===== config.mk =====
export PLATFORM = sky130hd
export DESIGN_NAME = switch_monitor_flat
export DESIGN_NICKNAME = d
export VERILOG_FILES = /design/src/rtl/switch_monitor_pkg.sv /design/src/rtl/switch_monitor_if.sv /design/src/rtl/hexdigit.sv /design/src/rtl/switch_monitor_debounce.sv /design/src/rtl/switch_monitor.sv /design/src/flat_wrapper.sv
export SDC_FILE = /design/constraint.sdc
export NUM_CORES = 1
export LEC_CHECK = 0
export BUFFER_PORTS_ARGS = -buffer_cell sky130_fd_sc_hd__buf_2
export CAP_MARGIN = 20
export CORE_MARGIN = 2
export CORE_UTILIZATION = 65
export DETAILED_ROUTE_END_ITERATION = 8
export GPL_ROUTABILITY_DRIVEN = 0
export HOLD_SLACK_MARGIN = 0.02
export PLACE_DENSITY = 0.85
export SLEW_MARGIN = 20
export SYNTH_ARGS = -nofsm -noshare
export SYNTH_HDL_FRONTEND = slang
export SYNTH_SLANG_ARGS = --single-unit

===== constraint.sdc =====
create_clock -name clk -period 5.98 [get_ports clk]
set_input_delay 0.598 -clock clk [delete_from_list [all_inputs] [get_ports clk]]
set_output_delay 0.598 -clock clk [all_outputs]
set_load 0.03 [all_outputs]

===== src/rtl/switch_monitor_pkg.sv =====
// Shared display codes and state type for the switch monitor.
package switch_monitor_pkg;

    // hexdigit codes above 15 select symbols rather than hex digits
    localparam logic [4:0] HEX_ALLON = 5'd16;
    localparam logic [4:0] HEX_MINUS = 5'd17;
    localparam logic [4:0] HEX_UNDER = 5'd18;
    localparam logic [4:0] HEX_S     = 5'd19;
    localparam logic [4:0] HEX_OFF   = 5'd20;
    localparam logic [4:0] HEX_A     = 5'h0a;

    typedef enum logic [1:0] {BLANK, SHOW, ALL} disp_state_t;

endpackage


===== src/rtl/switch_monitor_if.sv =====
// Switch/LED/7-seg signal bundle; the monitor is the slave, the board side the master.
interface switch_monitor_if #(
    parameter int NSW   = 4,
    parameter int CNT_W = 8
);
    logic [NSW-1:0]   prswi;
    logic [NSW-1:0]   prled;
    logic             sw_evt;
    logic [CNT_W-1:0] evt_cnt;
    logic [7:0]       prhex0;
    logic [7:0]       prhex1;

    modport master (output prswi, input prled, sw_evt, evt_cnt, prhex0, prhex1);
    modport slave  (input prswi, output prled, sw_evt, evt_cnt, prhex0, prhex1);
endinterface


===== src/rtl/hexdigit.sv =====
// 7-segment decoder: o_seg = {dp, g, f, e, d, c, b, a}, 1 = segment lit.
module hexdigit
    import switch_monitor_pkg::*;
(
    input  logic [4:0] i_in,
    input  logic       i_dp,
    output logic [7:0] o_seg
);
    logic [6:0] w_seg;

    always_comb begin
        w_seg = 7'h00;
        case (i_in)
            5'h00:     w_seg = 7'h3f;
            5'h01:     w_seg = 7'h06;
            5'h02:     w_seg = 7'h5b;
            5'h03:     w_seg = 7'h4f;
            5'h04:     w_seg = 7'h66;
            5'h05:     w_seg = 7'h6d;
            5'h06:     w_seg = 7'h7d;
            5'h07:     w_seg = 7'h07;
            5'h08:     w_seg = 7'h7f;
            5'h09:     w_seg = 7'h6f;
            5'h0a:     w_seg = 7'h77;
            5'h0b:     w_seg = 7'h7c;
            5'h0c:     w_seg = 7'h39;
            5'h0d:     w_seg = 7'h5e;
            5'h0e:     w_seg = 7'h79;
            5'h0f:     w_seg = 7'h71;
            HEX_ALLON: w_seg = 7'h7f;
            HEX_MINUS: w_seg = 7'h40;
            HEX_UNDER: w_seg = 7'h08;
            HEX_S:     w_seg = 7'h6d;
            HEX_OFF:   w_seg = 7'h00;
            default:   w_seg = 7'h00;
        endcase
    end

    assign o_seg = {i_dp, w_seg};
endmodule


===== src/rtl/switch_monitor_debounce.sv =====
// One switch channel: two-flop synchroniser followed by a stable-level counter.
module sw_debounce #(
    parameter int DEB_CYC = 250000
) (
    input  logic clk,
    input  logic rst_n,
    input  logic i_sw,
    output logic o_db
);
    localparam int CW = $clog2(DEB_CYC + 1);

    logic          r_sync1;
    logic          r_sync2;
    logic          r_db;
    logic [CW-1:0] r_cnt;

    always_ff @(posedge clk or negedge rst_n) begin
        if (!rst_n) begin
            r_sync1 <= 1'b0;
            r_sync2 <= 1'b0;
            r_db    <= 1'b0;
            r_cnt   <= '0;
        end else begin
            r_sync1 <= i_sw;
            r_sync2 <= r_sync1;
            // flip only after DEB_CYC counted disagreements plus one more
            if (r_sync2 == r_db) begin
                r_cnt <= '0;
            end else if (r_cnt == CW'(DEB_CYC)) begin
                r_db  <= ~r_db;
                r_cnt <= '0;
            end else begin
                r_cnt <= r_cnt + 1'b1;
            end
        end
    end

    assign o_db = r_db;
endmodule


===== src/rtl/switch_monitor.sv =====
// Debounced switch bank with LED mirror, event counter and a two-digit
// status display (last changed switch, all-on, or blank after a hold time).
module switch_monitor
    import switch_monitor_pkg::*;
#(
    parameter int NSW      = 4,
    parameter int DEB_CYC  = 250000,
    parameter int HOLD_CYC = 50000000,
    parameter int CNT_W    = 8
) (
    input  logic           clk,
    input  logic           rst_n,
    switch_monitor_if.slave bus
);
    localparam int HW = $clog2(HOLD_CYC + 1);

    if (NSW < 1 || NSW > 16) begin : g_bad_nsw
        $error("switch_monitor: NSW must be in 1..16");
    end

    logic [NSW-1:0]   w_db;
    logic [NSW-1:0]   r_db_d1;
    logic [NSW-1:0]   w_chg;
    logic             w_any_chg;
    logic             w_all_on;
    logic             r_evt;
    logic [CNT_W-1:0] r_evt_cnt;
    disp_state_t      r_state;
    disp_state_t      w_state_next;
    logic [HW-1:0]    r_hold;
    logic [HW-1:0]    w_hold_next;
    logic [4:0]       r_data1;
    logic [4:0]       r_data0;
    logic [4:0]       w_data1_next;
    logic [4:0]       w_data0_next;
    logic [3:0]       w_lo_idx;
    logic             w_lo_val;
    logic [3:0]       w_lo_off;

    for (genvar gi = 0; gi < NSW; gi++) begin : g_deb
        sw_debounce #(.DEB_CYC(DEB_CYC)) u_deb (
            .clk   (clk),
            .rst_n (rst_n),
            .i_sw  (bus.prswi[gi]),
            .o_db  (w_db[gi])
        );
    end

    assign w_chg     = w_db ^ r_db_d1;
    assign w_any_chg = |w_chg;
    assign w_all_on  = &w_db;

    // lowest changed channel wins; w_lo_off names the lowest channel that is off
    always_comb begin
        w_lo_idx = 4'd0;
        w_lo_val = 1'b0;
        w_lo_off = 4'd0;
        for (int k = NSW - 1; k >= 0; k--) begin
            if (w_chg[k]) begin
                w_lo_idx = 4'(k);
                w_lo_val = w_db[k];
            end
            if (!w_db[k]) begin
                w_lo_off = 4'(k);
            end
        end
    end

    always_comb begin
        w_state_next = r_state;
        w_hold_next  = r_hold;
        w_data1_next = r_data1;
        w_data0_next = r_data0;
        if (w_all_on) begin
            w_state_next = ALL;
            w_data1_next = HEX_S;
            w_data0_next = HEX_A;
        end else if (w_any_chg) begin
            w_state_next = SHOW;
            w_hold_next  = HW'(HOLD_CYC);
            w_data1_next = w_lo_val ? HEX_S : HEX_MINUS;
            w_data0_next = {1'b0, w_lo_idx};
        end else if (r_state == SHOW) begin
            if (r_hold <= HW'(1)) begin
                w_state_next = BLANK;
                w_hold_next  = '0;
                w_data1_next = HEX_OFF;
                w_data0_next = HEX_OFF;
            end else begin
                w_hold_next = r_hold - 1'b1;
            end
        end else if (r_state == ALL) begin
            w_state_next = SHOW;
            w_hold_next  = HW'(HOLD_CYC);
            w_data1_next = HEX_MINUS;
            w_data0_next = {1'b0, w_lo_off};
        end
    end

    always_ff @(posedge clk or negedge rst_n) begin
        if (!rst_n) begin
            r_db_d1   <= '0;
            r_evt     <= 1'b0;
            r_evt_cnt <= '0;
            r_state   <= BLANK;
            r_hold    <= '0;
            r_data1   <= HEX_OFF;
            r_data0   <= HEX_OFF;
        end else begin
            r_db_d1 <= w_db;
            r_evt   <= w_any_chg;
            if (w_any_chg) begin
                r_evt_cnt <= r_evt_cnt + 1'b1;
            end
            r_state <= w_state_next;
            r_hold  <= w_hold_next;
            r_data1 <= w_data1_next;
            r_data0 <= w_data0_next;
        end
    end

    assign bus.prled   = w_db;
    assign bus.sw_evt  = r_evt;
    assign bus.evt_cnt = r_evt_cnt;

    hexdigit u_hex0 (
        .i_in  (r_data0),
        .i_dp  (|w_db),
        .o_seg (bus.prhex0)
    );

    hexdigit u_hex1 (
        .i_in  (r_data1),
        .i_dp  (1'b0),
        .o_seg (bus.prhex1)
    );
endmodule


===== src/flat_wrapper.sv =====
// flat-port wrapper written by rule: the top's interface ports become plain ports
module switch_monitor_flat import switch_monitor_pkg::*;
#(
    parameter int NSW      = 4,
    parameter int DEB_CYC  = 250000,
    parameter int HOLD_CYC = 50000000,
    parameter int CNT_W    = 8
)
  (clk, rst_n, bus_prswi, bus_prled, bus_sw_evt, bus_evt_cnt, bus_prhex0, bus_prhex1);
  switch_monitor_if #(.NSW(NSW), .CNT_W(CNT_W)) bus_i ();
  input  logic clk;
  input  logic rst_n;
  input wire logic [$bits(bus_i.prswi)-1:0] bus_prswi;
  output wire logic [$bits(bus_i.prled)-1:0] bus_prled;
  output wire logic [$bits(bus_i.sw_evt)-1:0] bus_sw_evt;
  output wire logic [$bits(bus_i.evt_cnt)-1:0] bus_evt_cnt;
  output wire logic [$bits(bus_i.prhex0)-1:0] bus_prhex0;
  output wire logic [$bits(bus_i.prhex1)-1:0] bus_prhex1;
  assign bus_i.prswi = bus_prswi;
  assign bus_prled = bus_i.prled;
  assign bus_sw_evt = bus_i.sw_evt;
  assign bus_evt_cnt = bus_i.evt_cnt;
  assign bus_prhex0 = bus_i.prhex0;
  assign bus_prhex1 = bus_i.prhex1;
  switch_monitor #(.NSW(NSW), .DEB_CYC(DEB_CYC), .HOLD_CYC(HOLD_CYC), .CNT_W(CNT_W)) u_core (.clk(clk), .rst_n(rst_n), .bus(bus_i));
endmodule

# After elaboration in Yosys (flattened, before gate mapping)
# Memories as Yosys holds them, arrays and structs flattened.
# Cells that the tools add are included.
# op_classes
n_addsub	6
order_cmp	1
n_eq_ne	11
muxes	39
bitwise	10
n_reduce_logical	11
# ops
cell	count
18-bit 2-to-1 mux	8
26-bit 2-to-1 mux	4
18-bit by 1-bit adder with 18-bit output, second input constant	4
18-bit equality test, second input constant	4
5-bit 2-to-1 mux	9
26-bit by 1-bit <= comparator with 1-bit output, second input constant	1
26-bit by 1-bit subtractor with 26-bit output, second input constant	1
2-bit 2-to-1 mux	11
4-bit 2-to-1 mux	3
2-bit AND reduction	6
1-bit NOT	9
8-bit by 1-bit adder with 8-bit output, second input constant	1
4-bit OR reduction	2
1-bit equality test	4
1-bit 2-to-1 mux	4
4-bit by 2-bit != test with 1-bit output, second input constant	1
4-bit AND reduction	1
4-bit nonzero test	1
4-bit bitwise XOR	1
3-bit nonzero test	1
2-bit by 1-bit equality test with 1-bit output, second input constant	1
2-bit equality test, second input constant	1
# word_totals
register_bits	135
romBits	448
in_bits	6
out_inout_bits	29
wordCells	103
n_memories	2
# mem_list
memory	depth	word_bits	rd	rd_clocked_by_memory_dff	write_ports	line	rtl
(no name shown)	32	7	1	0	0	hexdigit.sv:13	case (i_in)
(no name shown)	32	7	1	0	0	hexdigit.sv:13	

# Logic depth before layout (Yosys ltp)
# Gate-level depths: netlist (run 1).
# depth
ltp_word	8
ltp_mapped	9

# Hierarchy
# From an unflattened synthesis (run 1), not the netlist that was laid out.
# hier_totals
hier_cells	770
area_unflattened_um2	7544.7
# modules_own_cells
mod	instances	cells_each	area_per_inst_um2	seq_area_each_um2
sw_debounce	4	99	1042.2	525.5
switch_monitor	1	275	2652.5	1152.4
hexdigit (u_core.u_hex0)	1	49	371.6	0.0
hexdigit (u_core.u_hex1)	1	50	351.6	0.0

# Least setup slack after synthesis (run 1)
# Ideal clock, no wire load.
# synth_path
path_kind	reg-to-output
start	reg u_core.r_data0[1]
end	out bus_prhex0[0]
arrival_time_ps	1643
required_ps	5382
path_slack_ps	3739
path_stages_with_launch	4
cell_sequence	dfrtp_1 ha_1 a21oi_1 nor2b_1
# synth_via
elab_chain_len	1
# synth_lines
element	line	rtl
start: declaration	switch_monitor.sv:33	logic [4:0] r_data0;
start signal: assignment	switch_monitor.sv:118	r_data0 <= w_data0_next;
memory read 32 x 7 bit	-	
end: declaration	flat_wrapper.sv:17	output wire logic [$bits(bus_i.prhex0)-1:0] bus_prhex0;
# No other way between the ends.

==> out/qor.csv, run 1 <==
metric,value,unit
use_met1,34.4,%
p_leak,3.36,nW
vias_per_cell,5.91,
initial_core_util,65.8,%
wl,14.1,mm
netSwitchingPower,0.000431,W
power_density,261,nW/um^2
finalSetupViolCount,0,
synth_edf_count,0,
rsz0062_at_grt,no,
max_freq,0.394,GHz
peakVddDrop,0.200,mV
reg2reg_from,u_core.r_data0[3]$_DFFE_PN0P_,
setup_ws,3.44,ns
dp_slack,3.50,ns
clk_path_buf_depth,2,
relSlewSlack,39.3,%
yosys-top-cells-area,"dfrtp_1 48%, xnor2_1 6.7%, nor2_1 6.4%, xor2_1 5.4%, ha_1 3.9%",
cts_buffers,17,
drv_cap,0,
syn_to_final_growth,11.3,%
syn_nets,715,
cts_setup_buffers,0,
yosysMostFrequentCell,dfrtp_1,
cpPeakStageDelay,0.63,ns
worst_setup_path_start_kind,flip-flop,
grt_start_max_net_pins,74,
core,10200,sq um
cts_root_buf,clkbuf_8,
grt_pass1_wl,24.3,mm
first_pass_iters,5,
async_flop_share,100,%
p_seq_share,46.2,%
fin_skew,0.00778,ns
outcome,"finished, final reports clean",
critical-path-slowest-cell,nor2_1,
synth.distinct_cells,58,
hold_violations,0,
avgSynthCellArea,9.74,sq um
p_int,0.00152,W
yosys_warnings,0,
clock_latency,0.53,ns
layout-drive-gt1-share,11.8,%
p_sw_share,22.1,%
synth_top_area_share,48.2,%
grt.total_usage,27.4,%
critPathMaxFanout,14,
pin_count,35,
grt_overflow,0,
setup_tns,0,ns
post-route-period-util,42.4,%
path_class,reg2reg,
cp-startpoint,u_core.r_data0[3]$_DFFE_PN0P_,
use_met3,6.31,%
required,6.39,ns
combPwrFrac,2.5,%
fin_nets,736,
syn_area,6700,sq um
first_iter_violations,336,
fin_crit,2.54,ns
post_drt_wl_per_cell,16.4,microns
grtUsageMet2,46.6,%
dp_hpwl,8.98,mm
clkTransAtPathRegs,0.06,ns
top_usage_layer,met2,
die-height,106,microns
worstPathArrival,2.95,ns
syn_inst,688,
fillers,653,
synthFlopType,dfrtp_1,
die-area,11100,sq um
crit_chain,inv_1 -> ha_1 -> nand2_1 -> nor4_2 -> buf_4 -> nor2_1 -> o21ai_0 -> a22o_1,
cts.repair.resized,0,
hold_class,in2async,
worst_pin_slew,0.911,ns
die_x,106,microns
insertedDiodeCount,0,
cts_tree,built,
endpoint_kind,flip-flop,
synth_commonest_cells,"129 x dfrtp_1, 114 x nor2_1, 51 x xnor2_1",
ys_ff_latch,130,
holdBufCountCts,0,
antenna_found_initial,0,
antenna_left,0,
drc,0,
synth.largest_area_cell,dfrtp_1,
num_rows,37,
grt_pass1_vias,5180,
htree_levels,4,
ys_seq_area_share,48.5,%
p_clk_share,51.3,%
maxSlewViolCount,0,
num_vias,5066,
portBuffers,33,
cts_num_sinks,130,
layout make-up:
| class | instances | area, sq um | share of cell area, % |
|---|---|---|---|
| clock buffer | 20 | 445 | 5.97 |
| clock inverter | 11 | 130 | 1.74 |
| inverter | 34 | 135 | 1.81 |
| multi-input combinational | 491 | 3150 | 42.2 |
| sequential | 130 | 3250 | 43.6 |
| tap | 136 | 170 | 2.28 |
| timing repair buffer | 35 | 183 | 2.45 |
per-layer routing:
layer,vias up,share of wire (%)
met5,-,0
met4,0,2.1
met3,33,4.5
met2,141,51
met1,2498,43
li1,2394,-
path summary, 6_finish.rpt:
kind                                                            endpoint  slack, ns  cells after the start
worst max-delay path                        u_core.r_hold[7]$_DFFE_PN0P_       3.44                      8
min in group clk                 u_core.g_deb[3].u_deb.r_sync1$_DFF_PN0_       0.18                      1
worst min-delay path                       u_core.r_hold[14]$_DFFE_PN0P_       0.13                      1
worst min register to register   u_core.g_deb[2].u_deb.r_sync2$_DFF_PN0_       0.35                      0
worst max register to register              u_core.r_hold[7]$_DFFE_PN0P_       3.44                      8
max in group asynchronous       u_core.g_deb[1].u_deb.r_cnt[4]$_DFF_PN0_       4.46                      2
cell usage in the layout, fill, tap and decap left out, types with 3 or more instances in the layout:
| cell | count |
|---|---|
| nand2_1 | 36 |
| and3_1 | 14 |
| o21a_1 | 3 |
| nand4_1 | 24 |
| a2bb2oi_1 | 3 |
| maj3_1 | 3 |
| clkbuf_8 | 3 |
| nor2_1 | 114 |
| nand3_1 | 31 |
| buf_2 | 32 |
| clkbuf_16 | 16 |
| ha_1 | 21 |
| xor2_1 | 41 |
| nor2b_1 | 3 |
| nor3_1 | 25 |
| nor4_1 | 23 |
| o21ai_0 | 14 |
| buf_4 | 3 |
| or2_2 | 8 |
| and2_1 | 7 |
| clkinv_4 | 4 |
| o211ai_1 | 3 |
| nand3b_1 | 4 |
| a21oi_1 | 11 |
| xnor2_1 | 51 |
| or4_1 | 6 |
| dfrtp_1 | 129 |
| inv_1 | 33 |
| and4_1 | 9 |
power groups by stage:
stage                      logic, W  clock network, W  registers, W
after floorplan           0.0000250                 0      0.000912
after global placement    0.0000470                 0      0.000914
after detailed placement  0.0000495                 0      0.000915
after CTS                 0.0000501           0.00101      0.000899
after global routing      0.0000580           0.00105      0.000901
final                     0.0000487           0.00100      0.000900
sequential cells by signal, summed over array words and instances, names as in the netlist:
register / flops
u_core.r_state: 1
u_core.r_data0: 4
u_core.g_deb.u_deb.o_db: 4
u_core.r_db_d1: 4
u_core.r_hold: 26
u_core.g_deb.u_deb.r_sync2: 4
u_core.bus.evt_cnt: 8
u_core.bus.sw_evt: 1
u_core.g_deb.u_deb.r_sync1: 4
u_core.g_deb.u_deb.r_cnt: 72
u_core.r_data1: 2
logic make-up after synthesis:
| group | count (synthesis) | share of synthesized area, % |
|---|---|---|
| compound gates | 54 | 5.67 |
| xor+xnor | 92 | 12.0 |
| fa+ha+maj | 24 | 4.37 |
| buf+inv | 67 | 4.61 |
| flops | 130 | 48.5 |
| mux | 2 | 0.336 |
| other cells | 1 | 0.0559 |
| simple gates | 318 | 24.4 |
through the flow:
stage	cell area (sq um)	std cells	util, %	power [W]	hold slack [ns]
floorplan	6700	688	-	0.000937	0.302
global placement	6890	826	67.6	0.000961	0.340
detailed placement	6890	826	67.6	0.000964	0.339
CTS	7460	857	73.3	0.00196	0.144
global route	7460	857	73.3	0.00201	0.160
finish	7460	857	73.3	0.00195	0.131
critical path, delay by kind of cell, from the launching register on:
family	cells	cell delay, ns
and+or+nand+nor	3	0.77
DFF	1	0.45
buffers and inverters	2	0.33
adders and majority gates	1	0.39
AOI/OAI and AO/OA	2	0.49
Power figures use the tool's default switching activity.
==> run 2: changes to the inputs <==
- CORE_UTILIZATION: 65 -> 61
- PLACE_DENSITY: 0.85 -> 0.8
- clock period: 5.98 -> 2.4 ns (I/O delays scaled with it)
==> run 2 against run 1 <==
Net effect: core utilization decreased by 2.7 points; sequential share of layout area fell by 0.84 points; hold slack improved by 0.060 ns; clock-buffer cell count up 1; critical path type unchanged; largest cell class unchanged.
==> out/qor.csv, run 2 (same netlist as run 1, synthesis figures left out) <==
metric,value,unit
largest_reg_flops,72,
critPathMaxFanout,6,
clk_path_buf_depth,2,
cp_common_cell,or4_1,
cp-startpoint,u_core.r_hold[14]$_DFFE_PN0P_,
clkTransAtPathRegs,0.06,ns
layout-drive-gt1-share,13.2,%
dp_slack,0.110,ns
required,2.84,ns
first_iter_violations,287,
peakVddDrop,0.864,mV
critPathBufInv,0,
cts_setup_buffers,0,
htree_levels,4,
setup_tns,0,ns
rsz0062_at_grt,no,
final_cell_mix,"128 x dfrtp_1, 112 x nor2_1, 51 x xnor2_1",
path_class,reg2reg,
die-area,11800,sq um
portBuffers,33,
initial_core_util,62.1,%
final_common_cell,dfrtp_1,
grt_pass1_vias,5154,
maxSlewViolCount,0,
cp-endpoint,u_core.r_hold[25]$_DFFE_PN0P_,
cts_num_sinks,130,
antenna_left,0,
fin_crit,2.29,ns
cts_buffers,17,
reg2reg_to,u_core.r_hold[25]$_DFFE_PN0P_,
syn_to_final_growth,13.6,%
endpoint_kind,flip-flop,
crit_chain,or4_1 -> nor4_4 -> nand3_1 -> or4_1 -> o211ai_1,
core,10800,sq um
hold_class,in2async,
dp_hpwl,9.39,mm
antenna_found_initial,0,
wl,13.8,mm
fin_nets,752,
critical_path_depth,5,
worst_pin_slew,0.514,ns
critPathTopFamily,simple AND/OR/NAND/NOR gates,
reg2reg_from,u_core.r_hold[14]$_DFFE_PN0P_,
cts_root_buf,clkbuf_8,
relSlewSlack,65.4,%
outcome,"finished, final reports clean",
setup_ws,0.110,ns
vias_per_cell,5.83,
num_rows,38,
fillers,760,
finalSetupViolCount,0,
die_x,109,microns
worstPathArrival,2.73,ns
num_vias,5111,
pin_count,35,
grt_overflow,0,
die-height,109,microns
fin_skew,0.00616,ns
largest-register,u_core.g_deb.u_deb.r_cnt,
power_density,627,nW/um^2
cts_tree,built,
rrSetupSlack,0.11,ns
drv_cap,0,
clock_latency,0.52,ns
p_leak,3.42,nW
drc,0,
hold_violations,0,
reg2regPathDepth,5,
first_pass_iters,5,
insertedDiodeCount,0,
grt_pass1_wl,23.8,mm
cpPeakStageDelay,0.67,ns
max_freq,0.437,GHz
worst_setup_path_start_kind,flip-flop,
grt.total_usage,25.8,%
grt_start_max_net_pins,55,
post_drt_wl_per_cell,15.7,microns
post-route-period-util,95.4,%
critical-path-slowest-cell,or4_1,
[run 2: cell types whose count changed in the layout (fill, tap and decap cells not counted), moves of 2 or more]
cell | previous run | this run
clkinv_4 | 4 | 2
inv_6 | 2 | 0
buf_4 | 3 | 12
buf_12 | 0 | 2
nor2_2 | 0 | 2
clkinvlp_4 | 1 | 3
dlygate4sd3_1 | 0 | 5
nor2_1 | 114 | 112
clkbuf_1 | 1 | 3
[run 2: worst min path at each step]
stage,from,end,depth (start not counted),slack [ns]
2_1_floorplan,rst_n,u_core.bus.evt_cnt[0]$_DFFE_PN0N_,0,-0.06
3_3_place_gp,rst_n,u_core.g_deb[3].u_deb.r_cnt[15]$_DFF_PN0_,1,0.20
3_5_place_dp,rst_n,u_core.g_deb[3].u_deb.r_cnt[9]$_DFF_PN0_,1,0.21
4_1_cts,rst_n,u_core.g_deb[3].u_deb.r_cnt[9]$_DFF_PN0_,2,0.19
5_1_grt,rst_n,u_core.g_deb[3].u_deb.r_cnt[9]$_DFF_PN0_,2,0.23
6_report,rst_n,u_core.g_deb[3].u_deb.r_cnt[9]$_DFF_PN0_,2,0.19
[run 2: worst register-to-register path, cell delays in order, from the launching register on]
cell and delay, ns:
dfrtp_1 0.40, or4_1 0.67, nor4_4 0.33, nand3_1 0.20
or4_1 0.43, o211ai_1 0.18
[run 2: routing by layer]
| metal | vias to the layer above | share of wire, % | GRT usage (%) |
|---|---|---|---|
| li1 | 2434 | - | - |
| met1 | 2499 | 43 | 32.4 |
| met2 | 147 | 50 | 43.0 |
| met3 | 31 | 4.9 | 6.46 |
| met4 | 0 | 1.8 | 10.4 |
| met5 | - | 0 | 0 |
[run 2: layout make-up]
| class | count | area (sq um) | area share (%) |
|---|---|---|---|
| Clock buffer | 21 | 439 | 5.77 |
| Clock inverter | 9 | 110 | 1.45 |
| Inverter | 34 | 135 | 1.77 |
| Multi-Input combinational cell | 491 | 3160 | 41.5 |
| Sequential cell | 130 | 3260 | 42.8 |
| Tap cell | 140 | 175 | 2.30 |
| Timing Repair Buffer | 51 | 340 | 4.47 |
[run 2: repair_timing]
item / 4_1_cts / 5_1_grt
hold endpoints to repair: 33 / 0
hold buffers: 5 / 0
resized for setup: 0 / 4
setup endpoints to repair: 0 / 8
[run 2: per-stage QoR]
step / hold slack [ns] / power (W) / cell area, sq um / utilization [%] / std cells
global route: 0.227 / 0.00495 / 7610 / 70.5 / 876
global placement: 0.204 / 0.00240 / 7000 / 64.9 / 841
floorplan: -0.0556 / 0.00234 / 6700 / - / 688
CTS: 0.190 / 0.00482 / 7600 / 70.4 / 876
finish: 0.192 / 0.00478 / 7610 / 70.5 / 876
detailed placement: 0.210 / 0.00241 / 7000 / 64.9 / 841
[run 2: report_power, final]
part / total [W] / internal, W / leakage (nW) / switching (W)
clock: 0.00240 / 0.00149 / 0.260 / 0.000913
sequential: 0.00224 / 0.00222 / 1.78 / 0.0000227
combinational: 0.000133 / 0.0000414 / 1.37 / 0.0000914
